**src/rtl/alu_pkg.sv**
```systemverilog
// rtl/alu_pkg.sv - shared types and defaults for the multiplier arbiter
package alu_pkg;

    localparam int WIDTH_DEFAULT = 8;

    typedef enum logic [2:0] {
        IDLE   = 3'd0,
        START  = 3'd1,
        SETTLE = 3'd2,
        WAIT   = 3'd3,
        RESP   = 3'd4
    } state_t;

    // Index of a requester: 0 = ALU port 0, 1 = ALU port 1
    typedef logic grant_t;

endpackage

```
**src/rtl/booth_mul_arbiter_if.sv**
```systemverilog
// rtl/booth_mul_arbiter_if.sv - bus between the arbiter and the shared multiplier
interface booth_mul_arbiter_if #(
    parameter int WIDTH = 8
);
    logic                 mul_start;
    logic [WIDTH-1:0]     mul_multiplicand;
    logic [WIDTH-1:0]     mul_multiplier;
    logic [2*WIDTH-1:0]   mul_outbus;
    logic                 mul_done;

    modport master (
        output mul_start, mul_multiplicand, mul_multiplier,
        input  mul_outbus, mul_done
    );

    modport slave (
        input  mul_start, mul_multiplicand, mul_multiplier,
        output mul_outbus, mul_done
    );
endinterface

```
**src/rtl/booth_mul_arbiter_rr_arb2.sv**
```systemverilog
// rtl/booth_mul_arbiter_rr_arb2.sv - two-way round-robin picker
module rr_arb2
    import alu_pkg::*;
(
    input  logic [1:0] req,
    input  grant_t     last_grant,
    input  logic       enable,
    output logic [1:0] gnt
);

    // A lone request wins outright; on a tie the port not served last wins
    always_comb begin
        gnt = 2'b00;
        if (enable) begin
            if (req == 2'b11) begin
                gnt = (last_grant == 1'b1) ? 2'b01 : 2'b10;
            end else begin
                gnt = req;
            end
        end
    end

endmodule

```
**src/rtl/booth_mul_arbiter.sv**
```systemverilog
// rtl/booth_mul_arbiter.sv - shares one signed multiplier between two ALU ports
module booth_mul_arbiter
    import alu_pkg::*;
#(
    parameter int WIDTH   = WIDTH_DEFAULT,
    parameter int TIMEOUT = 64
) (
    input  logic                 clk,
    input  logic                 rst,
    input  logic                 req0,
    input  logic [WIDTH-1:0]     a0,
    input  logic [WIDTH-1:0]     b0,
    output logic                 ack0,
    output logic                 rsp_valid0,
    output logic [2*WIDTH-1:0]   result0,
    output logic                 rsp_err0,
    input  logic                 req1,
    input  logic [WIDTH-1:0]     a1,
    input  logic [WIDTH-1:0]     b1,
    output logic                 ack1,
    output logic                 rsp_valid1,
    output logic [2*WIDTH-1:0]   result1,
    output logic                 rsp_err1,
    booth_mul_arbiter_if.master  mul,
    output logic                 busy
);

    localparam int CW = $clog2(TIMEOUT + 1);

    state_t               state_q, state_d;
    grant_t               owner_q, owner_d;
    grant_t               last_grant_q, last_grant_d;
    logic [CW-1:0]        cnt_q, cnt_d;
    logic [WIDTH-1:0]     mul_a_q, mul_a_d;
    logic [WIDTH-1:0]     mul_b_q, mul_b_d;
    logic [2*WIDTH-1:0]   result0_q, result0_d;
    logic [2*WIDTH-1:0]   result1_q, result1_d;
    logic                 err0_q, err0_d;
    logic                 err1_q, err1_d;
    logic                 mul_start_c;
    logic [1:0]           gnt;

    rr_arb2 u_arb (
        .req        ({req1, req0}),
        .last_grant (last_grant_q),
        .enable     ((state_q == IDLE) && !rst),
        .gnt        (gnt)
    );

    // Next-state and handshake outputs; SETTLE masks a done left over from the previous product
    always_comb begin
        state_d      = state_q;
        owner_d      = owner_q;
        last_grant_d = last_grant_q;
        cnt_d        = cnt_q;
        mul_a_d      = mul_a_q;
        mul_b_d      = mul_b_q;
        result0_d    = result0_q;
        result1_d    = result1_q;
        err0_d       = err0_q;
        err1_d       = err1_q;
        ack0         = 1'b0;
        ack1         = 1'b0;
        mul_start_c  = 1'b0;
        rsp_valid0   = 1'b0;
        rsp_valid1   = 1'b0;
        case (state_q)
            IDLE: begin
                if (gnt[0]) begin
                    ack0         = 1'b1;
                    mul_a_d      = a0;
                    mul_b_d      = b0;
                    owner_d      = 1'b0;
                    last_grant_d = 1'b0;
                    state_d      = START;
                end else if (gnt[1]) begin
                    ack1         = 1'b1;
                    mul_a_d      = a1;
                    mul_b_d      = b1;
                    owner_d      = 1'b1;
                    last_grant_d = 1'b1;
                    state_d      = START;
                end
            end
            START: begin
                mul_start_c = 1'b1;
                state_d     = SETTLE;
            end
            SETTLE: begin
                cnt_d   = '0;
                state_d = WAIT;
            end
            WAIT: begin
                if (mul.mul_done) begin
                    if (owner_q == 1'b0) begin
                        result0_d = mul.mul_outbus;
                        err0_d    = 1'b0;
                    end else begin
                        result1_d = mul.mul_outbus;
                        err1_d    = 1'b0;
                    end
                    state_d = RESP;
                end else if (cnt_q == CW'(TIMEOUT)) begin
                    if (owner_q == 1'b0) begin
                        result0_d = '0;
                        err0_d    = 1'b1;
                    end else begin
                        result1_d = '0;
                        err1_d    = 1'b1;
                    end
                    state_d = RESP;
                end else begin
                    cnt_d = cnt_q + CW'(1);
                end
            end
            RESP: begin
                rsp_valid0 = (owner_q == 1'b0);
                rsp_valid1 = (owner_q == 1'b1);
                state_d    = IDLE;
            end
            default: state_d = IDLE;
        endcase
        if (rst) begin
            ack0        = 1'b0;
            ack1        = 1'b0;
            mul_start_c = 1'b0;
            rsp_valid0  = 1'b0;
            rsp_valid1  = 1'b0;
        end
    end

    // State and datapath registers; reset abandons any transaction in flight
    always_ff @(posedge clk) begin
        if (rst) begin
            state_q      <= IDLE;
            owner_q      <= 1'b0;
            last_grant_q <= 1'b1;
            cnt_q        <= '0;
            mul_a_q      <= '0;
            mul_b_q      <= '0;
            result0_q    <= '0;
            result1_q    <= '0;
            err0_q       <= 1'b0;
            err1_q       <= 1'b0;
        end else begin
            state_q      <= state_d;
            owner_q      <= owner_d;
            last_grant_q <= last_grant_d;
            cnt_q        <= cnt_d;
            mul_a_q      <= mul_a_d;
            mul_b_q      <= mul_b_d;
            result0_q    <= result0_d;
            result1_q    <= result1_d;
            err0_q       <= err0_d;
            err1_q       <= err1_d;
        end
    end

    assign mul.mul_start        = mul_start_c;
    assign mul.mul_multiplicand = mul_a_q;
    assign mul.mul_multiplier   = mul_b_q;
    assign result0              = result0_q;
    assign result1              = result1_q;
    assign rsp_err0             = err0_q;
    assign rsp_err1             = err1_q;
    assign busy                 = (state_q != IDLE) && !rst;

endmodule
```
**src/flat_wrapper.sv**
```systemverilog
// flat-port wrapper written by rule: the top's interface ports become plain ports
module booth_mul_arbiter_flat import alu_pkg::*;
#(
    parameter int WIDTH   = WIDTH_DEFAULT,
    parameter int TIMEOUT = 64
)
  (clk, rst, req0, a0, b0, ack0, rsp_valid0, result0, rsp_err0, req1, a1, b1, ack1, rsp_valid1, result1, rsp_err1, busy, mul_mul_start, mul_mul_multiplicand, mul_mul_multiplier, mul_mul_outbus, mul_mul_done);
  booth_mul_arbiter_if #(.WIDTH(WIDTH)) mul_i ();
  input  logic clk;
  input  logic rst;
  input  logic req0;
  input  logic [WIDTH-1:0] a0;
  input  logic [WIDTH-1:0] b0;
  output logic ack0;
  output logic rsp_valid0;
  output logic [2*WIDTH-1:0] result0;
  output logic rsp_err0;
  input  logic req1;
  input  logic [WIDTH-1:0] a1;
  input  logic [WIDTH-1:0] b1;
  output logic ack1;
  output logic rsp_valid1;
  output logic [2*WIDTH-1:0] result1;
  output logic rsp_err1;
  output logic busy;
  output wire logic [$bits(mul_i.mul_start)-1:0] mul_mul_start;
  output wire logic [$bits(mul_i.mul_multiplicand)-1:0] mul_mul_multiplicand;
  output wire logic [$bits(mul_i.mul_multiplier)-1:0] mul_mul_multiplier;
  input wire logic [$bits(mul_i.mul_outbus)-1:0] mul_mul_outbus;
  input wire logic [$bits(mul_i.mul_done)-1:0] mul_mul_done;
  assign mul_mul_start = mul_i.mul_start;
  assign mul_mul_multiplicand = mul_i.mul_multiplicand;
  assign mul_mul_multiplier = mul_i.mul_multiplier;
  assign mul_i.mul_outbus = mul_mul_outbus;
  assign mul_i.mul_done = mul_mul_done;
  booth_mul_arbiter #(.WIDTH(WIDTH), .TIMEOUT(TIMEOUT)) u_core (.clk(clk), .rst(rst), .req0(req0), .a0(a0), .b0(b0), .ack0(ack0), .rsp_valid0(rsp_valid0), .result0(result0), .rsp_err0(rsp_err0), .req1(req1), .a1(a1), .b1(b1), .ack1(ack1), .rsp_valid1(rsp_valid1), .result1(result1), .rsp_err1(rsp_err1), .mul(mul_i), .busy(busy));
endmodule
```
**config.mk**
```make
export PLATFORM = sky130hd
export DESIGN_NAME = booth_mul_arbiter_flat
export DESIGN_NICKNAME = d
export VERILOG_FILES = /design/src/rtl/alu_pkg.sv /design/src/rtl/booth_mul_arbiter_if.sv /design/src/rtl/booth_mul_arbiter_rr_arb2.sv /design/src/rtl/booth_mul_arbiter.sv /design/src/flat_wrapper.sv
export SDC_FILE = /design/constraint.sdc
export NUM_CORES = 1
export LEC_CHECK = 0
export ABC_CLOCK_PERIOD_IN_PS = 3300
export CORE_MARGIN = 5
export CORE_UTILIZATION = 48
export CTS_BUF_LIST = sky130_fd_sc_hd__clkbuf_2
export DETAILED_ROUTE_END_ITERATION = 7
export MAX_ROUTING_LAYER = met4
export PLACE_DENSITY = 0.87
export SYNTH_ARGS = -nofsm -noshare
export SYNTH_HDL_FRONTEND = slang
export SYNTH_SLANG_ARGS = --single-unit
```
**constraint.sdc**
```tcl
create_clock -name clk -period 3.3 [get_ports clk]
set_input_delay 0.33 -clock clk [delete_from_list [all_inputs] [get_ports clk]]
set_output_delay 0.33 -clock clk [all_outputs]
set_load 0.01 [all_outputs]
```
# Word level (Yosys, flattened, before mapping)
# Index checks and enable logic that the tools add are counted.
[classes]
n_addsub = 1
n_eq_ne = 10
mux = 46
bitwise_logic = 1
reduce_logical = 13
[ops]
columns = ["operator", "n"]
rows = [
  ["$mux 16", 8],
  ["$mux 8", 4],
  ["$mux 1", 23],
  ["$mux 7", 2],
  ["$pmux 7 s2", 1],
  ["$mux 3", 4],
  ["$pmux 3 s4", 1],
  ["$reduce_and 3->1", 3],
  ["$add 7x1->7 const B", 1],
  ["$eq 7x7->1 const B", 1],
  ["$eq 3x2->1 const B", 2],
  ["$mux 2", 3],
  ["$reduce_bool 2->1", 3],
  ["$ne 2x2->1 const B", 2],
  ["$reduce_and 2->1", 2],
  ["$eq 3x1->1 const B", 1],
  ["$eq 3x3->1 const B", 1],
  ["$logic_not 3->1", 1],
  ["$ne 3x1->1 const B", 1],
  ["$ne 3x2->1 const B", 1],
  ["$reduce_bool 3->1", 1],
  ["$eq 2x2->1 const B", 1],
  ["$logic_and 1x1->1", 2],
  ["$logic_not 1->1", 1],
  ["$not 1->1", 1],
]
[totals]
ff_bits = 62
in_bits = 53
output_inout_bits = 56

# Logic depth before layout (Yosys ltp)
[logic_depth]
depth_word = 7
mapped_depth = 8
ltp_nobuf = 6

# Hierarchy
# Synthesis repeated with hierarchy kept, for this count alone.
[unflattened]
cells_unflattened = 310
hier_area_um2 = 2657.5
[by_module_without_submodules]
columns = ["module", "instances", "cells_per_inst", "area_per_inst_um2", "seq_area_each_um2"]
rows = [
  ["booth_mul_arbiter", 1, 305, 2636.3, 1241.2],
  ["rr_arb2", 1, 5, 21.3, 0.0],
]

# Least setup slack after synthesis
# OpenSTA, ideal clock, no wires.
[synth_timing]
kind = "register to register"
from = "register u_core.cnt_q[0]"
to = "register u_core.result1_q[0], in the netlist u_core.result1[0]"
setup_ns = 0.072
t_arrival_ns = 1.582
t_required_ns = 3.228
setup_slack_ns = 1.647
stages_incl_launch_ff = 9
path_cell_list = "dfxtp_1 inv_1 ha_1 nor2b_1 a21oi_2 nand3b_4 buf_6 buf_6 mux2i_1"
[synth_between]
elab_chain_len = 3
[synth_rtl]
columns = ["item", "line", "rtl"]
rows = [
  ["start: declaration", "booth_mul_arbiter.sv:33", "logic [CW-1:0] cnt_q, cnt_d;"],
  ["start signal: assignment", "booth_mul_arbiter.sv:149", "cnt_q <= cnt_d;"],
  ["$eq 7x7->1", "booth_mul_arbiter.sv:103", "end else if (cnt_q == CW'(TIMEOUT)) begin"],
  ["$reduce_bool 2->1 (no line)", "-", ""],
  ["$reduce_and 3->1 (no line)", "-", ""],
  ["end signal: assignment", "booth_mul_arbiter.sv:153", "result1_q <= result1_d;"],
  ["end: declaration", "booth_mul_arbiter.sv:37", "logic [2*WIDTH-1:0] result1_q, result1_d;"],
]
# Every way passes these cells.
# A chain may end at the register's enable or synchronous reset.

# Worst setup path in the final report
[layout_timing]
from = "register u_core.state_q[0]"
to = "output ack1"
[layout_between]
elab_chain_len = 7
[layout_rtl]
columns = ["item", "line", "rtl"]
rows = [
  ["start: declaration", "booth_mul_arbiter.sv:30", "state_t state_q, state_d;"],
  ["start signal: assignment", "booth_mul_arbiter.sv:146", "state_q <= state_d;"],
  ["$logic_not 3->1 (*)", "booth_mul_arbiter.sv:46, booth_mul_arbiter.sv:67", ""],
  ["$logic_and 1x1->1", "booth_mul_arbiter.sv:46", ".enable ((state_q == IDLE) && !rst),"],
  ["$mux 2", "booth_mul_arbiter_rr_arb2.sv:14", "if (enable) begin"],
  ["$mux 1", "booth_mul_arbiter.sv:76", "end else if (gnt[1]) begin"],
  ["$mux 1", "booth_mul_arbiter.sv:69", "if (gnt[0]) begin"],
  ["$mux 1 (*)", "booth_mul_arbiter.sv:67", "case (state_q)"],
  ["$mux 1 (*)", "booth_mul_arbiter.sv:123", "if (rst) begin"],
  ["end: declaration", "flat_wrapper.sv:21", "output logic ack1;"],
]
# Mark *: on every way between the ends. The rest lies on a longest branch, timed or not.

==> run summary <==
Clk buf depth = 2
Seq/Total Area, Yosys = 45.4%
Share of cells above drive strength 1 = 7.36%
Synth Area in XOR/XNOR = 0%
Register area = 1240 um2
Inst Count DP = 450
Area leader, netlist = dfxtp_1
Vias in the first global route = 2545
Pin count of the biggest net entering global routing = 61
Initial Utilization = 49.6%
Netlist Area Pre-Place = 2730 um2
Most frequent cells in the layout = clkdlybuf4s50_1, dfxtp_1, mux2i_1
I/O pins = 109
Final Hold Fails = 0
Met3 usage = 10.8%
CTS H-Tree Depth = 3
Post-DP HPWL = 5360 um
Status = finished, final reports clean
Routed vias/inst = 5.27
Initial antenna violation count = 0
Critical path data arrival time = 2.21 ns
GPL Wtd Cong = 0.766
Met2 Resource Use GR = 33.7%
Final min period = 2.54 ns
Top cell type's share of synthesized area = 45.4%
Worst hold margin = 0.409 ns
Final period util = 77.0%
Commonest non-fill, non-tap cell in the layout = clkdlybuf4s50_1
DR WL/cell = 15.2 um
Die ar. = 7300 um2
GRT Max-Usage Layer = met2
Fin area = 3940 um2
Min-delay worst type = input port to register
Filler cell count = 404
Lkg Pwr = 1.66 nW
GRT Residual Overflow = 0
Syn-to-layout area delta = 44.1%
Total power = 1.64 mW
Synth Instances = 286
Core ar. = 5510 um2
Die height = 85.4 um
Max Slew Vio Count = 0
Fmax = 393 MHz
Placement-stage cell area = 3820 um2
Area of the multi-input gates = 1350 um2
PortBufs = 108
GRT Overall Usage = 20.9%
CP Max Fanout = 11
Critical path class = register to output pin
Ys async rst share = 0%
Nets@finish = 444
Horiz. Die Dim = 85.4 um
Finished Layout Cells = 466
Relative slew margins = 62.0%
TritonCTS Buffers = 9
Clock transition at the registers of the reported paths = 0.17 ns
Post-synth EDFFs = 0
Top FF cell, synth = dfxtp_1
Crit path launch type = register
Synthesis warning total = 0
Avg Cell Area, Syn = 9.55 um2
Final wirelength = 7080 um
Yosys reg bits = 62
CTS Sinks = 62
# hold bufs at CTS = 0
PwrDens = 418 nW/um2
Antenna fix cells = 0
Post-route ant nets = 0
Slew @ Worst Pin = 0.570 ns
Synth Area in Simple Gates = 18.2%
Setup_tns = 0 ns
WP data required = 2.97 ns
Drt first pass iters = 6
Crit end category = output pin
Num rows = 27
Via count = 2455
Worst skew pair latency = 0.49 ns
Syn_nets = 341
Total of max-cap violations = 0
Main combinational cell family by area after synthesis = simple AND/OR/NAND/NOR gates
RSZ-0062 raised after global routing = no
DR DRC count = 0
Final setup viols = 0
Clock Skew = 0.0306 ns
Compound-gate portion of the synthesized area = 12.4%
CTS resizes = 0
Post-synthesis mux area share = 18.0%
TritonCTS clock tree = yes
Grt met1 use = 22.7%
First-pass GRT wire length = 11800 um
Synth Area in Adders = 0.916%
Synth cell types = 43
Clock Tree Root = clkbuf_2
Post-CTS Setup Inserts = 0
VDD IR max = 0.263 mV
Largest cells by area after synthesis = dfxtp_1, mux2i_1, nand2_1
DRT iter0 DRCs = 133
==> worst max-delay path, cell delays in order, from the launching register on <==
cell,delay [ns]
dfxtp_1,0.47
nor4_2,0.42
and3_1,0.26
clkdlybuf4s50_1,0.59
==> cells by family (layout without fill, tap and decap cells) <==
family	Yosys count	in the layout
compound gates	59	59
fa+ha+maj	2	2
buf+inv	26	134
flops	62	62
mux	49	49
simple gates	88	88
==> stage by stage <==
stage	utilization (%)	worst slack [ns]
after detailed placement	69.4	0.911
after global routing	71.5	0.617
final	71.5	0.758
after floorplan	-	1.65
after global placement	69.4	0.974
after CTS	71.5	0.723
==> flip-flops by register name, indices dropped and copies added (netlist names) <==
name	count
u_core.cnt_q	7
u_core.owner_q	1
u_core.rsp_err0	1
u_core.mul.mul_multiplicand	8
u_core.mul.mul_multiplier	8
u_core.last_grant_q	1
u_core.result1	16
u_core.result0	16
u_core.state_q	3
u_core.rsp_err1	1
==> worst paths after layout <==
| check | start | to | slack (ns) | cells after the start |
|---|---|---|---|---|
| worst max-delay path | u_core.state_q[0] | ack1 | 0.76 | 3 |
| worst min-delay path | mul_mul_outbus[15] | u_core.result0[15] | 0.41 | 3 |
| worst max register to register | u_core.state_q[0] | u_core.mul.mul_multiplier[0] | 1.30 | 5 |
| worst min register to register | u_core.result0[11] | u_core.result0[11] | 0.47 | 2 |
==> layout make-up <==
type	count	area share (%)
multi-input cells	198	34.3
flip-flops and latches	62	31.5
repair buffers	114	28.6
well taps	72	2.29
clock inverters	6	1.59
clock buffers	10	1.27
inverters	4	0.382
==> cell usage after synthesis, types with 2 or more instances <==
| cell type | n |
|---|---|
| dfxtp_1 | 62 |
| mux2i_1 | 49 |
| nand2_1 | 38 |
| a21oi_1 | 23 |
| o21ai_0 | 22 |
| nand3_1 | 15 |
| clkbuf_1 | 11 |
| nor2_1 | 7 |
| a31oi_1 | 4 |
| buf_2 | 4 |
| buf_6 | 4 |
| and3_1 | 3 |
| inv_1 | 3 |
| nand3b_1 | 3 |
| nor2b_1 | 3 |
| a211oi_1 | 2 |
| and2_1 | 2 |
| buf_4 | 2 |
| ha_1 | 2 |
| nand2b_1 | 2 |
| nand3b_4 | 2 |
| nor3_1 | 2 |
==> per-layer routing <==
metal | up-vias | share of wire, %
li1 | 1223 | -
met5 | - | 0
met3 | 11 | 11
met1 | 1128 | 41
met4 | 0 | 1.4
met2 | 93 | 46
==> power breakdown <==
part           internal [mW]  switching [mW]
Clock                  0.175           0.277
Sequential             0.793          0.0448
Combinational          0.195           0.159
Total                   1.16           0.481
(Power assumes the default switching activity.)
